### src/rtl/systolic_feeder.sv
// Edge driver for a column-chained PE array: loads stationary weights, strobes the
// weight latch, then streams diagonally skewed activation vectors. Optional: FEEDER_VEC_CNT_EN.
module systolic_feeder #(
    parameter int unsigned ROWS = 4,
    parameter int unsigned DW   = 32
) (
    input  logic                 clk,
    input  logic                 reset,
    input  logic                 start,
    input  logic                 w_valid,
    output logic                 w_ready,
    input  logic [DW-1:0]        w_data,
    input  logic                 v_valid,
    output logic                 v_ready,
    input  logic [ROWS*DW-1:0]   v_data,
    input  logic                 v_last,
    output logic [DW-1:0]        pe_b,
    output logic                 pe_b_valid,
    output logic                 pe_switch,
    output logic [ROWS*DW-1:0]   pe_a,
    output logic [ROWS-1:0]      pe_a_valid,
    output logic                 busy,
    output logic                 done
`ifdef FEEDER_VEC_CNT_EN
    ,
    output logic [15:0]          vec_cnt
`endif
);

    localparam int unsigned CW         = (ROWS > 1) ? $clog2(ROWS) : 1;
    localparam int unsigned W_LAST     = ROWS - 1;
    localparam int unsigned FLUSH_LAST = (ROWS > 1) ? ROWS - 2 : 0;

    typedef enum logic [2:0] {
        IDLE   = 3'd0,
        LOAD_W = 3'd1,
        LATCH  = 3'd2,
        STREAM = 3'd3,
        FLUSH  = 3'd4,
        DONE   = 3'd5
    } state_t;

    state_t          state;
    state_t          next_state;
    logic [CW-1:0]   w_cnt;
    logic [CW-1:0]   w_cnt_d;
    logic [CW-1:0]   f_cnt;
    logic [CW-1:0]   f_cnt_d;
    logic [DW-1:0]   pe_b_d;
    logic            pe_b_valid_d;
    logic            w_fire;
    logic            v_fire;

    assign w_fire = w_valid & w_ready;
    assign v_fire = v_valid & v_ready;

    // Next-state and weight-path decisions
    always_comb begin
        next_state   = state;
        w_cnt_d      = w_cnt;
        f_cnt_d      = f_cnt;
        pe_b_d       = pe_b;
        pe_b_valid_d = 1'b0;
        case (state)
            IDLE: begin
                if (start) begin
                    next_state = LOAD_W;
                    w_cnt_d    = '0;
                end
            end
            LOAD_W: begin
                if (w_fire) begin
                    pe_b_d       = w_data;
                    pe_b_valid_d = 1'b1;
                    if (w_cnt == CW'(W_LAST)) begin
                        next_state = LATCH;
                        w_cnt_d    = '0;
                    end else begin
                        w_cnt_d = CW'(w_cnt + 1'b1);
                    end
                end
            end
            LATCH: begin
                pe_b_d     = '0;
                next_state = STREAM;
            end
            STREAM: begin
                if (v_fire && v_last) begin
                    f_cnt_d    = '0;
                    next_state = (ROWS > 1) ? FLUSH : DONE;
                end
            end
            FLUSH: begin
                if (f_cnt == CW'(FLUSH_LAST)) begin
                    next_state = DONE;
                end else begin
                    f_cnt_d = CW'(f_cnt + 1'b1);
                end
            end
            DONE: begin
                next_state = IDLE;
            end
            default: begin
                next_state = IDLE;
            end
        endcase
    end

    // Ready flags follow the upcoming state so they match the state they qualify;
    // status strobes are registered copies of the current state.
    always_ff @(posedge clk or posedge reset) begin
        if (reset) begin
            state      <= IDLE;
            w_cnt      <= '0;
            f_cnt      <= '0;
            pe_b       <= '0;
            pe_b_valid <= 1'b0;
            pe_switch  <= 1'b0;
            w_ready    <= 1'b0;
            v_ready    <= 1'b0;
            busy       <= 1'b0;
            done       <= 1'b0;
        end else begin
            state      <= next_state;
            w_cnt      <= w_cnt_d;
            f_cnt      <= f_cnt_d;
            pe_b       <= pe_b_d;
            pe_b_valid <= pe_b_valid_d;
            pe_switch  <= (state == LATCH);
            w_ready    <= (next_state == LOAD_W);
            v_ready    <= (next_state == STREAM);
            busy       <= (state != IDLE);
            done       <= (state == DONE);
        end
    end

    // Per-row skew line: row r holds r+1 registers, the last one drives the PE input
    for (genvar r = 0; r < ROWS; r++) begin : g_row
        logic [r:0][DW-1:0] sd;
        logic [r:0]         sv;
        logic [DW-1:0]      inj;

        assign inj = v_fire ? v_data[r*DW +: DW] : '0;

        if (r == 0) begin : g_d0
            always_ff @(posedge clk or posedge reset) begin
                if (reset) begin
                    sd <= '0;
                    sv <= '0;
                end else begin
                    sd <= inj;
                    sv <= v_fire;
                end
            end
        end else begin : g_dn
            always_ff @(posedge clk or posedge reset) begin
                if (reset) begin
                    sd <= '0;
                    sv <= '0;
                end else begin
                    sd <= {sd[r-1:0], inj};
                    sv <= {sv[r-1:0], v_fire};
                end
            end
        end

        assign pe_a[r*DW +: DW] = sd[r];
        assign pe_a_valid[r]    = sv[r];
    end

`ifdef FEEDER_VEC_CNT_EN
    // Accepted-vector count for the current or most recent job, saturating
    always_ff @(posedge clk or posedge reset) begin
        if (reset) begin
            vec_cnt <= '0;
        end else if ((state == IDLE) && start) begin
            vec_cnt <= '0;
        end else if (v_fire && (vec_cnt != 16'hFFFF)) begin
            vec_cnt <= 16'(vec_cnt + 1'b1);
        end
    end
`endif

endmodule

### config.mk
export PLATFORM = sky130hd
export DESIGN_NAME = systolic_feeder
export DESIGN_NICKNAME = d
export VERILOG_FILES = /design/src/rtl/systolic_feeder.sv
export SDC_FILE = /design/constraint.sdc
export NUM_CORES = 1
export LEC_CHECK = 0
export ABC_AREA = 1
export CORE_ASPECT_RATIO = 1.75
export CORE_MARGIN = 1
export CORE_UTILIZATION = 42
export CTS_CLUSTER_DIAMETER = 80
export DETAILED_ROUTE_END_ITERATION = 12
export HOLD_SLACK_MARGIN = 0.08
export PLACE_DENSITY = 0.86
export SETUP_SLACK_MARGIN = 0.2
export SLEW_MARGIN = 5
export SYNTH_ARGS = -nofsm -noshare
export SYNTH_HDL_FRONTEND = slang
export SYNTH_SLANG_ARGS = --single-unit
### constraint.sdc
create_clock -name clk -period 12.95 [get_ports clk]
set_input_delay 2.59 -clock clk [delete_from_list [all_inputs] [get_ports clk]]
set_output_delay 2.59 -clock clk [all_outputs]
set_load 0.01 [all_outputs]
==> results of run 1 <==
stage by stage:
stage	cell area, um^2	util, %	cells	setup slack, ns
floorplan	11700	-	897	5.41
global placement	14700	53.9	1488	7.98
detailed placement	14700	53.9	1488	7.89
CTS	15900	58.1	1547	8.45
global route	15900	58.1	1552	8.18
finish	15900	58.1	1552	8.57
synthesized netlist by cell type, drive strengths merged:
cell type,number,share of area (%)
clkbuf,14,0.45
nand3,8,0.45
buf,103,6.7
dfrtp,369,79
o21ai,3,0.13
nand2,119,3.8
nor3,3,0.22
ha,2,0.21
nand4,1,0.053
nor2,136,4.6
inv,139,4.5
per-layer routing:
metal | vias to the layer above | part of all wire [%] | routed length [um] | GRT usage, %
met2 | 260 | 52 | 12500 | 29.5
met3 | 83 | 7.2 | 1720 | 5.73
met1 | 3155 | 34 | 8260 | 18.0
met4 | 8 | 6.1 | 1450 | 11.2
met5 | - | 0.18 | 42 | 0
li1 | 3014 | - | - | -
power by group:
| group | switching (uW) | internal (uW) |
|---|---|---|
| clock network | 417 | 580 |
| registers | 69.5 | 1320 |
| logic | 277 | 270 |
| total | 764 | 2170 |
cells by family (layout without fill, tap and decap cells):
| kind of cell | Yosys count | after routing |
|---|---|---|
| and+or+nand+nor | 267 | 267 |
| AOI/OAI and AO/OA | 3 | 3 |
| buffers and inverters | 256 | 537 |
| other | 0 | 5 |
| adders and majority gates | 2 | 2 |
| DFF | 369 | 369 |
flip-flops by register name, summed over array words and instances, names as in the netlist, 2 cells and up:
register  count
w_cnt         2
state         3
pe_b         32
g_row.sv      4
pe_a         96
f_cnt         2
g_row.sd    224
cell type report:
class	count	area, um^2
Fill cell	2096	11400
Sequential cell	369	9230
Timing Repair Buffer	339	3400
Multi-Input combinational cell	272	1120
Clock buffer	46	987
Inverter	139	526
Tap cell	369	462
Clock inverter	13	148
Antenna cell	5	12.5
cell usage in the layout (no fill, tap or decap), drive strengths merged:
| cell | count |
|---|---|
| clkinvlp | 7 |
| clkbuf | 46 |
| dfrtp | 369 |
| diode | 5 |
| nand2 | 119 |
| ha | 2 |
| buf | 4 |
| inv | 140 |
| nand3 | 8 |
| clkinv | 3 |
| o21ai | 3 |
| nor2 | 136 |
| bufinv | 2 |
| nand4 | 1 |
| nor3 | 3 |
| clkdlybuf4s50 | 335 |
worst max-delay path by stage:
stage	start	to	cells after the start
floorplan	reset	busy$_DFF_PP0_	1
global placement	reset	pe_b[6]$_DFFE_PP0P_	4
detailed placement	reset	pe_b[5]$_DFFE_PP0P_	4
CTS	reset	pe_b[3]$_DFFE_PP0P_	4
global route	reset	g_row[3].sd[46]$_DFF_PP0_	4
finish	reset	pe_b[1]$_DFFE_PP0P_	4
==> flow_summary.toml, run 1 <==
[worst_hold_path]
hold_end = "g_row[3].sd[69]$_DFF_PP0_"
worstHoldPathCells = 0
hp-class = "flip-flop to flip-flop"
hp-start = "g_row[3].sd[37]$_DFF_PP0_"

[grt]
antenna_found_initial = 9
grt_first_pass_wirelength_um = 37000
grt_usage_pct = 17.3
grt_overflow_total = 0
grt_max_degree = 200
grt_pass1_vias = 7094

[sta]
slew_violations = 0
fin_skew_ns = 0.0118
setup_tns_ns = 0
tightest_slew_ns = 1.20
fin_crit_sh_pct = 33.8
relSlewSlack_pct = 20.0
fmax_mhz = 229
rsz0062_at_grt = "false"
hold_viol = 0
setup_violations = 0
hold_ws_ns = 0.342
fin_crit_ns = 4.38

[routing]
drtAntennaViolNets = 0
wl_um = 24000
drcViolationCount = 0
wl_per_cell_um = 15.4
dr.pass1.iters = 4
vias = 6520
drt-initial-drc-count = 236
drt-vias-per-instance = 4.20

[clocking]
postCtsHoldBufs = 0
clock_sinks = 369
post_cts_buffers = 0
cts_buffers = 34
clkLatencyLatePin_ns = 0.51
cts.htree.levels = 2
cts-root-buf = "clkbuf_16"
post_cts_resized = 0
path_clk_slew_ns = 0.06
tritoncts = "done"
clockBufferDepth = 3

[status]
status = "finished, final reports clean"

[synth]
synth-compound-area-share_pct = 0.128
yosysWarnings = 0
muxShareOfSynthArea_pct = 0
yosysUniqueCellTypes = 16
yosys.area_share.simple_pct = 9.18
synth_xor_area_share_pct = 0
ys_seq_area_share_pct = 78.9
netlist_area_um2 = 11700
syn_inst = 897
ys_ff_latch = 369
synthAdderAreaFrac_pct = 0.214
synth_fp_nets = 1065
synth.avg_cell_area_um2 = 13.1
synth_top_family_by_area = "buffers and inverters"

[worst_setup_path]
r2r_cells = 3
crit_chain = "clkdlybuf4s50_1, clkinvlp_4, buf_12, buf_4"
slowest_stage = "buf_4"
crit_family = "buffers and inverters"
crit_type = "input port to async pin"
r2r_end = "g_row[1].sd[15]$_DFF_PP0_"
critPathCaptureType = "async pin"
required_ns = 13.43
rr_startpoint = "v_ready$_DFF_PP0_"
worstPathMaxFanout = 199
arrival_ns = 4.85
startpoint_type = "input port"
critical_path_buf_inv_count = 4
max_stage_delay_ns = 0.93
reg2reg_setup_slack_ns = 10.99

[die]
fp.coreArea_um2 = 27300
die_x_um = 128
die_area_um2 = 28600
die_h_um = 223
io_pins = 336
initial_utilization_pct = 42.8
num_rows = 80

[finish]
synthToLayoutAreaGrowth_pct = 35.7
drive_gt1_share_pct = 5.60
nets = 1323

[power]
power_uw = 2940
p_per_area_nw_per_um2 = 185
peakVddDrop_mv = 0.131
leakagePower_uw = 0.00828

[flow_run]
maxCapViolations = 0

[placement]
port_buffers = 335
place.gp.congestion = 0.828
dpl.hpwl_um = 16300
No activity file was read; power rests on OpenSTA's default activity.
==> inputs of run 2 (changes only) <==
Settings changed: CORE_UTILIZATION 42 to 47, PLACE_DENSITY 0.86 to 0.9.
Clock period 12.95 ns to 4.3 ns, I/O delays scaled along.
==> flow_summary.toml, run 2 (synthesis results as in run 1) <==
[sta]
setup_tns_ns = 0
relSlewSlack_pct = 47.1
slew_violations = 0
setup_violations = 0
hold_viol = 0
fin_crit_sh_pct = 56.3
fmax_mhz = 413
rsz0062_at_grt = "false"
fin_skew_ns = 0.00978
fin_crit_ns = 2.42
fin_ws_ns = 1.88
tightest_slew_ns = 0.794

[routing]
vias = 6534
drt-vias-per-instance = 4.37
drcViolationCount = 0
drtAntennaViolNets = 0
drt-initial-drc-count = 330
wl_um = 23300
wl_per_cell_um = 15.6
dr.pass1.iters = 6

[placement]
port_buffers = 335
place_ws_ns = 1.60
place.gp.congestion = 0.783
dpl.hpwl_um = 16700

[worst_setup_path]
startpoint_type = "flip-flop"
worstPathMaxFanout = 3
r2r_cells = 3
crit_type = "flip-flop to output port"
critPathCaptureType = "output port"
arrival_ns = 1.56
crit_family = "buffers and inverters"
crit_chain = "clkdlybuf4s50_1"
critical_path_buf_inv_count = 1
worst-path-stages = 1
required_ns = 3.44
startpoint = "v_ready$_DFF_PP0_"
max_stage_delay_ns = 0.57
rr_startpoint = "v_ready$_DFF_PP0_"
slowest_stage = "clkdlybuf4s50_1"
reg2reg_setup_slack_ns = 2.52

[worst_hold_path]
worstHoldPathCells = 0
hp-class = "flip-flop to flip-flop"
hp-start = "g_row[1].sd[26]$_DFF_PP0_"

[die]
io_pins = 336
die_area_um2 = 25600
die_h_um = 211
num_rows = 76
fp.coreArea_um2 = 24500
initial_utilization_pct = 47.7
die_x_um = 121

[clocking]
path_clk_slew_ns = 0.07
clockBufferDepth = 3
cts.htree.levels = 1
post_cts_buffers = 0
cts_buffers = 31
clkLatencyLatePin_ns = 0.55
clock_sinks = 369
cts-root-buf = "clkbuf_16"
tritoncts = "done"
post_cts_resized = 0
postCtsHoldBufs = 0

[finish]
layout_common_cells = "dfrtp_1 (369), clkdlybuf4s50_1 (335), inv_1 (137)"
final_util_pct = 64.6
diodes = 0
drive_gt1_share_pct = 6.01
largest_reg_flops = 224
final_common_cell = "dfrtp_1"
largest_register = "g_row.sd"
synthToLayoutAreaGrowth_pct = 35.4
nets = 1327

[grt]
grt_overflow_total = 0
grt_pass1_vias = 7037
antenna_found_initial = 0
grt_max_degree = 117
grt_usage_pct = 18.4
grt_first_pass_wirelength_um = 35800

[power]
p_per_area_nw_per_um2 = 551
leakagePower_uw = 0.00831
peakVddDrop_mv = 0.473
power_uw = 8730

[status]
status = "finished, final reports clean"

[flow_run]
maxCapViolations = 0
run 2: cell count changes in the layout (fill, tap and decap cells not counted), moves of 3 or more:
cell	previous run	this run
buf_12	1	6
clkinv_2	1	6
diode_2	5	0
clkbuf_16	35	31
clkinvlp_4	7	4
run 2: path summary, 6_finish.rpt:
check | end
min reg2reg | pe_a[58]$_DFF_PP0_
min | pe_a[58]$_DFF_PP0_
min in group asynchronous | pe_a[87]$_DFF_PP0_
max reg2reg | g_row[0].sd[14]$_DFF_PP0_
max | v_ready
max in group asynchronous | done$_DFF_PP0_
run 2: area by class of cell:
class / count / area [um^2]
Inverter: 139 / 526
Sequential cell: 369 / 9230
Fill cell: 1705 / 8680
Multi-Input combinational cell: 272 / 1120
Tap cell: 312 / 390
Clock buffer: 39 / 856
Timing Repair Buffer: 346 / 3510
Clock inverter: 17 / 210
run 2: report_power, final:
group	total [uW]	switching (uW)	internal [uW]
clock	2880	1220	1660
sequential	4190	208	3980
combinational	1660	840	821
total	8730	2270	6470
run 2: stage by stage:
stage               hold slack [ns]  cells  area (um^2)
finish                        0.342   1494        15800
global route                  0.348   1494        15800
CTS                           0.342   1494        15800
detailed placement            0.335   1438        14800
global placement              0.331   1438        14800
floorplan                     0.331    897        11700
run 2: metal layers:
layer  global-route usage [%]  up-vias  routed length, um
met2                     34.1      248              13000
li1                         -     3010                  -
met5                        0        -                  0
met4                     8.09        0                862
met1                     19.5     3223               7910
met3                     4.43       53               1580
==> inputs of run 3 (changes only) <==
Settings changed: CORE_UTILIZATION 47 to 42, PLACE_DENSITY 0.9 to 0.86.
Clock period 4.3 ns to 1.97 ns, I/O delays scaled along.
==> flow_summary.toml, run 3 (synthesis results as in run 1) <==
[status]
status = "finished, final reports clean"

[worst_setup_path]
critPathCaptureType = "output port"
max_stage_delay_ns = 0.44
slowest_stage = "dfrtp_2"
startpoint_type = "flip-flop"
crit_type = "flip-flop to output port"
worstPathMaxFanout = 3
rr_startpoint = "state[1]$_DFF_PP0_"
required_ns = 1.58
arrival_ns = 1.26
critical_path_buf_inv_count = 1
worst-path-stages = 1
crit_family = "flip-flops"
crit_chain = "dlygate4sd2_1"
r2r_cells = 6
r2r_end = "pe_b[0]$_DFFE_PP0P_"
reg2reg_setup_slack_ns = 0.46

[finish]
regArea_um2 = 9240
largest_reg_flops = 224
drive_gt1_share_pct = 6.71
largest_register = "g_row.sd"
nets = 1336
layout_common_cells = "dfrtp_1 (368), clkdlybuf4s50_1 (165), dlygate4sd2_1 (158)"
synthToLayoutAreaGrowth_pct = 36.5
multi_input_area_um2 = 1120
final_common_cell = "dfrtp_1"
final_util_pct = 58.5
fillers = 2114

[sta]
fin_crit_ns = 1.65
rsz0062_at_grt = "false"
slew_violations = 0
tightest_slew_ns = 0.490
hold_viol = 0
fin_ws_ns = 0.320
relSlewSlack_pct = 67.3
setup_violations = 0
fin_crit_sh_pct = 83.8
fmax_mhz = 606
fin_skew_ns = 0.0115

[clocking]
path_clk_slew_ns = 0.06
post_cts_buffers = 0
clkLatencyLatePin_ns = 0.51
cts.htree.levels = 2
cts_buffers = 34
clockBufferDepth = 3
clock_sinks = 369
cts-root-buf = "clkbuf_16"
tritoncts = "done"

[placement]
dpl.hpwl_um = 17300
place.gp.congestion = 0.805
place_ws_ns = 0.201
port_buffers = 335

[routing]
vias = 6607
wl_per_cell_um = 15.4
drt-vias-per-instance = 4.22
dr.pass1.iters = 4
drtAntennaViolNets = 0
drcViolationCount = 0
wl_um = 24100
drt-initial-drc-count = 229

[power]
power_uw = 19300
peakVddDrop_mv = 0.750
p_per_area_nw_per_um2 = 1210
leakagePower_uw = 0.00928

[grt]
grt_usage_pct = 17.5
grt_first_pass_wirelength_um = 37500
antenna_found_initial = 9
grt_overflow_total = 0
grt_max_degree = 98
grt_pass1_vias = 7194

[die]
io_pins = 336
num_rows = 80
fp.coreArea_um2 = 27300
die_x_um = 128
die_h_um = 223
initial_utilization_pct = 42.8
die_area_um2 = 28600

[worst_hold_path]
hp-class = "input port to async pin"

[flow_run]
maxCapViolations = 0
==> run 3: changes by cell type in the layout (fill, tap and decap cells not counted), sizes merged <==
cell,delta
inv,-4
dlymetal6s2s,+12
clkinv,+2
dlygate4sd2,+158
bufinv,+1
clkdlybuf4s50,-170
diode,+4
buf,+6
clkinvlp,-2
clkbuf,+8
==> run 3: final cells by class <==
cell class / count / share of cell area, %
well taps: 369 / 2.89
inverters: 139 / 3.29
clock buffers: 47 / 6.28
flip-flops and latches: 369 / 57.8
repair buffers: 352 / 21.4
multi-input cells: 272 / 7.02
clock inverters: 14 / 1.26
diodes: 4 / 0.0626
==> run 3: repair_timing <==
action	in CTS	in global routing
hold endpoints to repair	0	0
hold buffers	0	0
pin swaps	0	0
gates resized for setup	159	12
setup endpoints to repair	158	12
==> run 3: worst max path at each step <==
stage,slack (ns),from,to
floorplan,-3.38,reset,busy$_DFF_PP0_
global route,0.28,v_ready$_DFF_PP0_,v_ready
global placement,0.24,w_valid,pe_b[12]$_DFFE_PP0P_
CTS,0.20,g_row[0].sd[23]$_DFF_PP0_,pe_a[23]
detailed placement,0.20,w_valid,pe_b[20]$_DFFE_PP0P_
finish,0.32,v_ready$_DFF_PP0_,v_ready
==> run 3: metal layers <==
metal	track usage (%)	share of wire (%)	vias up
met5	0	0.22	-
met4	10.6	6.0	8
met3	6.62	8.0	94
met2	30.3	52	247
met1	17.3	33	3221
li1	-	-	3037
==> run 3: through the flow <==
| step | TNS [ns] | hold WS (ns) | area (um^2) | instances |
|---|---|---|---|---|
| 6_report | 0 | 0.326 | 16000 | 1566 |
| 5_1_grt | 0 | 0.346 | 16000 | 1563 |
| 4_1_cts | 0 | 0.304 | 15900 | 1562 |
| 3_5_place_dp | 0 | 0.335 | 14900 | 1501 |
| 3_3_place_gp | 0 | 0.332 | 14900 | 1501 |
| 2_1_floorplan | -1245.80 | 0.331 | 11700 | 897 |
==> run 3: report_power, final <==
| part | internal, uW | switching (uW) |
|---|---|---|
| clock | 4230 | 2690 |
| combinational | 1370 | 1840 |
| sequential | 8700 | 440 |
